$ cat config.mk
export PLATFORM = sky130hd
export DESIGN_NAME = frame_buffer_arbiter
export DESIGN_NICKNAME = d
export VERILOG_FILES = /design/src/rtl/frame_buffer_arbiter.sv
export SDC_FILE = /design/constraint.sdc
export NUM_CORES = 1
export LEC_CHECK = 0
export BUFFER_PORTS_ARGS = -buffer_cell sky130_fd_sc_hd__buf_2
export CAP_MARGIN = 20
export CELL_PAD_IN_SITES_DETAIL_PLACEMENT = 0
export CELL_PAD_IN_SITES_GLOBAL_PLACEMENT = 1
export CORE_UTILIZATION = 30
export DETAILED_ROUTE_END_ITERATION = 8
export PLACE_DENSITY_LB_ADDON = 0.1
export SYNTH_ARGS = -nofsm -noshare
export SYNTH_HDL_FRONTEND = slang
export SYNTH_SLANG_ARGS = --single-unit
$ cat constraint.sdc
create_clock -name clk -period 8.1 [get_ports clk]
set_input_delay 0.81 -clock clk [delete_from_list [all_inputs] [get_ports clk]]
set_output_delay 0.81 -clock clk [all_outputs]
set_load 0.01 [all_outputs]
$ cat src/rtl/frame_buffer_arbiter.sv
// Frame-buffer arbiter: turns splitter packets into addressed pixel writes, queues them
// in a small FIFO and interleaves them with fixed-latency display reads on one BRAM port.
module frame_buffer_arbiter #(
  parameter int ADDR_WIDTH        = 17,
  parameter int FIFO_DEPTH        = 8,
  parameter int PIXELS_PER_PACKET = 320
) (
  input  logic                          clk,
  input  logic                          rst,
  input  logic                          addr_axiov,
  input  logic [23:0]                   addr,
  input  logic                          pixel_axiov,
  input  logic [7:0]                    pixel,
  input  logic                          rd_req,
  input  logic [ADDR_WIDTH-1:0]         rd_addr,
  output logic                          rd_valid,
  output logic [7:0]                    rd_data,
  output logic [ADDR_WIDTH-1:0]         mem_addr,
  output logic                          mem_we,
  output logic [7:0]                    mem_wdata,
  input  logic [7:0]                    mem_rdata,
  output logic                          packet_done,
  output logic                          overflow,
  output logic [$clog2(FIFO_DEPTH):0]   fifo_count
);

  localparam int PTR_W = $clog2(FIFO_DEPTH);
  localparam int CNT_W = PTR_W + 1;
  localparam int IDX_W = $clog2(PIXELS_PER_PACKET + 1);

  localparam logic [IDX_W-1:0] IDX_LAST = IDX_W'(PIXELS_PER_PACKET);
  localparam logic [CNT_W-1:0] CNT_FULL = CNT_W'(FIFO_DEPTH);

  typedef enum logic {ST_IDLE, ST_ACTIVE} trk_state_t;

  typedef struct packed {
    logic [ADDR_WIDTH-1:0] addr;
    logic [7:0]            data;
  } wr_cmd_t;

  trk_state_t            r_state;
  logic [ADDR_WIDTH-1:0] r_base;
  logic [IDX_W-1:0]      r_idx;

  wr_cmd_t               r_mem [FIFO_DEPTH];
  logic [PTR_W-1:0]      r_wr_ptr;
  logic [PTR_W-1:0]      r_rd_ptr;
  logic [CNT_W-1:0]      r_count;
  logic [1:0]            r_rd_pipe;

  logic                  w_accept;
  logic [ADDR_WIDTH-1:0] w_base;
  logic [IDX_W-1:0]      w_idx;
  logic [IDX_W-1:0]      w_idx_next;
  wr_cmd_t               w_push_cmd;
  wr_cmd_t               w_head;
  logic                  w_empty;
  logic                  w_full;
  logic                  w_pop;
  logic                  w_push;
  logic                  w_drop;
  logic                  w_done;
  logic                  w_unused_addr;

  // A same-cycle address strobe takes effect before the pixel, so the pixel lands at idx 0.
  assign w_accept   = pixel_axiov && (addr_axiov || (r_state == ST_ACTIVE));
  assign w_base     = addr_axiov ? addr[ADDR_WIDTH-1:0] : r_base;
  assign w_idx      = addr_axiov ? '0 : r_idx;
  assign w_idx_next = w_idx + IDX_W'(w_accept);
  assign w_push_cmd = '{addr: w_base + ADDR_WIDTH'(w_idx), data: pixel};
  assign w_done     = w_accept && (w_idx_next == IDX_LAST);

  assign w_empty    = (r_count == '0);
  assign w_full     = (r_count == CNT_FULL);
  assign w_pop      = !rd_req && !w_empty;
  assign w_push     = w_accept && (!w_full || w_pop);
  assign w_drop     = w_accept && !w_push;
  assign w_head     = r_mem[r_rd_ptr];

  assign fifo_count    = r_count;
  assign w_unused_addr = ^addr[23:ADDR_WIDTH];

  // NOTE: every register below uses <= so all blocks see pre-edge values regardless of order.
  always_ff @(posedge clk) begin
    if (rst) begin
      r_state     <= ST_IDLE;
      r_base      <= '0;
      r_idx       <= '0;
      packet_done <= 1'b0;
      overflow    <= 1'b0;
    end else begin
      packet_done <= w_done;
      if (w_drop) overflow <= 1'b1;
      if (addr_axiov) r_base <= addr[ADDR_WIDTH-1:0];
      // Dropped pixels still advance idx so later pixels keep their addresses.
      if (addr_axiov || w_accept) r_idx <= w_idx_next;
      case (r_state)
        ST_IDLE:   if (addr_axiov && !w_done) r_state <= ST_ACTIVE;
        ST_ACTIVE: if (w_done) r_state <= ST_IDLE;
        default:   r_state <= ST_IDLE;
      endcase
    end
  end

  // NOTE: FIFO storage is deliberately not reset; pointers and count define what is valid.
  always_ff @(posedge clk) begin
    if (w_push) r_mem[r_wr_ptr] <= w_push_cmd;
  end

  always_ff @(posedge clk) begin
    if (rst) begin
      r_wr_ptr <= '0;
      r_rd_ptr <= '0;
      r_count  <= '0;
    end else begin
      if (w_push) r_wr_ptr <= r_wr_ptr + 1'b1;
      if (w_pop)  r_rd_ptr <= r_rd_ptr + 1'b1;
      case ({w_push, w_pop})
        2'b10:   r_count <= r_count + 1'b1;
        2'b01:   r_count <= r_count - 1'b1;
        default: r_count <= r_count;
      endcase
    end
  end

  // Reads always win the port; writes only drain in cycles with no read request.
  always_ff @(posedge clk) begin
    if (rst) begin
      mem_addr  <= '0;
      mem_we    <= 1'b0;
      mem_wdata <= '0;
      r_rd_pipe <= '0;
      rd_valid  <= 1'b0;
      rd_data   <= '0;
    end else begin
      mem_we <= w_pop;
      if (rd_req) begin
        mem_addr <= rd_addr;
      end else if (!w_empty) begin
        mem_addr  <= w_head.addr;
        mem_wdata <= w_head.data;
      end
      r_rd_pipe <= {r_rd_pipe[0], rd_req};
      rd_valid  <= r_rd_pipe[1];
      if (r_rd_pipe[1]) rd_data <= mem_rdata;
    end
  end

endmodule
==> key figures <==
Timing
  – Max Clock Skew: 0.0149 ns
  – Max-slew violation count: 0
  – Rel. slew slack: between 20% and 30%
  – Tcrit/Tclk final: 47.9%
  – Fmax: 258 MHz
  – Finish-stage setup viols: 0
  – RSZ-0062 raised after global routing: false
  – Count of final hold-check violations: 0
  – Slew @ Worst Pin: approximately 1.1 ns
  – Minimum clock period after layout: 3.88 ns
  – Setup TNS: 0 ns

Logic synthesis
  – Synth unique cells: 53
  – Post-synthesis mux area share: 14.7%
  – Syn Std Cell Area: 0.0114 mm2
  – Synth Area in Adders: 2.11%
  – EDFF count, synth: 200
  – Syn_nets: approximately 820
  – Ys async rst share: 0%
  – Synth warn: 0
  – Post-synthesis compound-gate area fraction: 5.91%
  – Largest family of logic cells by synthesized area: multiplexers
  – Main synth FF type: edfxtp_1
  – Synth Area in Simple Gates: 6.55%
  – Xor and xnor area share after synthesis: 1.62%
  – Mapped Cells: 738
  – Part of the Yosys area used for sequential elements: about 67%
  – Synthesized area per cell: ~15 um2
  – Seq cells post-synth: 279

Setup path
  – CP arrival: between 4 and 5 ns
  – Crit end category: flip-flop
  – Worst path slowest cell: buf_2
  – Critical Path Source Type: input port
  – Delay-heaviest family, CP: buffers and inverters
  – Crit Path Class: in -> reg
  – Reg2Reg Launch Point: r_idx[1]
  – RR Endpoint: r_mem[4][24]
  – Worst r2r path cells: 8
  – Critical Path RT: ~8.3 ns
  – Worst path bufs/invs: 2
  – CP Cell Sequence: buf_2 -> mux2_2 -> ha_1 -> inv_1 -> fa_1 -> nor2b_1 -> o2111ai_1 -> a21oi_1 -> o211ai_1 -> xor2_1
  – FF-to-FF setup slack: roughly 5 ns
  – Critical Path Max Stage Delay: roughly 0.7 ns
  – CP Max Fanout: 47

Clocking
  – H-tree Lvls: 2
  – Setup Fix Bufs, Post-CTS: 0
  – CTS tree: built
  – Total CTS buffers: 34
  – Root buffer cell: clkbuf_16
  – Sinks on the clock net: 279
  – Clk buf depth: 3
  – Worst-Skew Late Latency: 0.51 ns
  – Clock slew at reported path FFs: 0.06 ns
  – Post-CTS Hold Buffers: 0
  – Resized Gates After CTS: 0

Global route
  – GR Overflow Total: 0
  – Initial antenna violation count: 0
  – First-pass GRT wire length: about 41,000 um
  – Largest net degree at the start of global routing: 63
  – Number of global-route vias before repair: 6,864
  – GRT Overall Usage: between 10 and 15%

Final layout
  – Total Nets Final: 923
  – Layout area overhead: 20.1%
  – Number of fill cells: about 3,600
  – Layout Utilization: 36.9%
  – Antenna Cells: 0
  – Share of layout cells above drive strength 1: 26.9%

Routing
  – Post-DRT Antenna Nets: 0
  – Vias: 6,470
  – Via density: about 4.7
  – Final wirelength: ~27,000 um
  – DR iter-0 viols: 304
  – First-pass DRT Iterations: 4
  – DR DRC count: 0
  – WL per Instance: 19.6 um

Power and ir drop
  – Switching Fraction: around 26%
  – Power share of the sequential group: 42.4%
  – Gate power share: 18.1%
  – Worst VDD drop: ~0.16 mV
  – Pint: 2.98 mW
  – P per Cell Area: around 300 mW/mm2
  – LEAKAGE: between 4 and 5 nW
  – Switch Pwr: just over 1 mW
  – Clock power share: 39.5%

Floorplanning
  – IO Pins: about 100
  – Initial Util: 30.7%
  – Die height: 197 um
  – Die width: a little under 200 um
  – CORE AREA: ~0.037 mm2
  – Die area: 0.0387 mm2
  – Floorplan row count: 70

Hold path
  – Worst Hold Launch: r_rd_pipe[0]
  – Hold path endpoint: r_rd_pipe[1]
  – Cell count of the worst hold path: 1
  – Worst min-delay path category: reg -> reg

Outcome
  – Status: complete, no violations

Placement
  – Number of port buffers: 95
  – Post-DP HPWL: 16,600 um
  – Routability-driven placement congestion ratio: approximately 0.75

Job
  – Max_cap viols: 0
-- state kept, by name (all words and copies together) (netlist names), named ones only --
name         cells
r_mem          200
mem_addr        17
packet_done      1
r_base          17
rd_data          8
mem_we           1
rd_valid         1
r_wr_ptr         3
r_state          1
r_rd_pipe        2
r_idx            9
r_rd_ptr         3
fifo_count       4
mem_wdata        8
overflow         1
-- cell type report --
class	instances	area (um2)	area share, %
tap	504	631	4.62
multi-input combinational	399	3560	26.1
clock buffer	45	976	7.15
clock inverter	17	211	1.55
sequential	279	7590	55.6
inverter	24	90.1	0.660
timing repair buffer	105	583	4.27
-- layer usage --
layer,wire length [um],part of all wire [%],global-route usage [%],up-vias
li1,-,-,-,3051
met5,0,0,0,-
met4,478,1.8,3.82,0
met3,1110,4.1,2.69,42
met2,13500,50,25.1,111
met1,11800,44,18.1,3266
-- worst max-delay path by stage --
| stage | from | to | slack, ns | cells past startpoint |
|---|---|---|---|---|
| 5_1_grt | addr_axiov | r_mem[4][24] | 3.93 | 10 |
| 6_report | addr_axiov | r_mem[4][24] | 4.22 | 10 |
| 3_5_place_dp | addr_axiov | r_mem[0][22] | 3.66 | 10 |
| 4_1_cts | addr_axiov | r_mem[3][22] | 4.18 | 10 |
| 3_3_place_gp | addr_axiov | r_mem[6][22] | 3.75 | 10 |
| 2_1_floorplan | addr_axiov | r_mem[0][0] | 4.42 | 5 |
-- worst register-to-register path: stages (launching register included) --
cell	delay, ns
dfxtp_1	0.41
nor2b_1	0.27
inv_1	0.10
fa_1	0.43
nor2b_1	0.19
o2111ai_1	0.18
a21oi_1	0.40
o211ai_1	0.16
xor2_1	0.67
-- stage by stage --
stage | setup WS (ns) | std cells | instance area, um2 | total power, mW | hold WS, ns
after floorplan | 4.42 | 738 | 11400 | 2.24 | 0.414
after global placement | 3.75 | 1309 | 12400 | 2.46 | 0.422
after detailed placement | 3.66 | 1309 | 12400 | 2.48 | 0.429
after CTS | 4.18 | 1371 | 13600 | 4.08 | 0.442
after global routing | 3.93 | 1373 | 13600 | 4.21 | 0.457
final | 4.22 | 1373 | 13600 | 4.01 | 0.435
-- logic make-up (layout without fill, tap and decap cells) --
family | count (synthesis) | after routing
DFF | 279 | 279
and+or+nand+nor | 151 | 151
AOI/OAI and AO/OA | 106 | 106
muxes | 103 | 103
buffers and inverters | 60 | 191
xor gates and xnor gates | 21 | 21
adders and majority gates | 18 | 18
-- placed cells by master, fill, tap and decap left out, types with 11 or more instances in the layout --
master     count
mux2i_1       45
o22ai_1       11
clkbuf_16     37
xor2_1        12
a22oi_1       11
mux4_2        50
a21oi_1       31
buf_2         95
nand2_1       20
nor3_1        13
nor2_1        57
ha_1          16
nor2b_1       22
dfxtp_1       77
o21ai_0       14
inv_1         23
edfxtp_1     200
-- cell usage after synthesis (2+ instances only) --
cell type	n	area share (%)
buf_2	15	0.66
o21bai_1	3	0.20
buf_1	2	0.066
fa_1	2	0.35
clkbuf_1	13	0.43
a22oi_1	11	0.73
mux2i_1	45	4.0
nor2_1	63	2.1
edfxtp_1	200	53
o2111ai_1	2	0.15
nor3_1	15	0.66
o22ai_1	11	0.61
ha_1	16	1.8
a21o_1	3	0.20
dfxtp_1	79	14
nand3_1	7	0.31
nand2b_1	5	0.28
xnor2_1	9	0.69
o21ai_1	2	0.088
o211ai_1	3	0.20
xor2_1	12	0.92
nand2_1	20	0.66
inv_1	23	0.76
or3_1	3	0.17
buf_4	5	0.33
o21ai_0	14	0.62
or2_2	2	0.11
and3_1	2	0.11
mux4_2	50	9.9
mux2_2	8	0.79
nand4_1	5	0.28
o21a_1	2	0.13
a31oi_1	5	0.28
nor2b_1	22	1.2
a221oi_1	3	0.23
a21oi_1	31	1.4
a211oi_1	9	0.59
-- power groups by stage --
stage          sequential, mW  combinational, mW  clock [mW]
6_report                 1.70              0.725        1.58
5_1_grt                  1.71              0.811        1.69
4_1_cts                  1.70              0.750        1.63
3_5_place_dp             1.73              0.748           0
3_3_place_gp             1.72              0.737           0
2_1_floorplan            1.73              0.518           0
No activity file was read; power rests on OpenSTA's default activity.
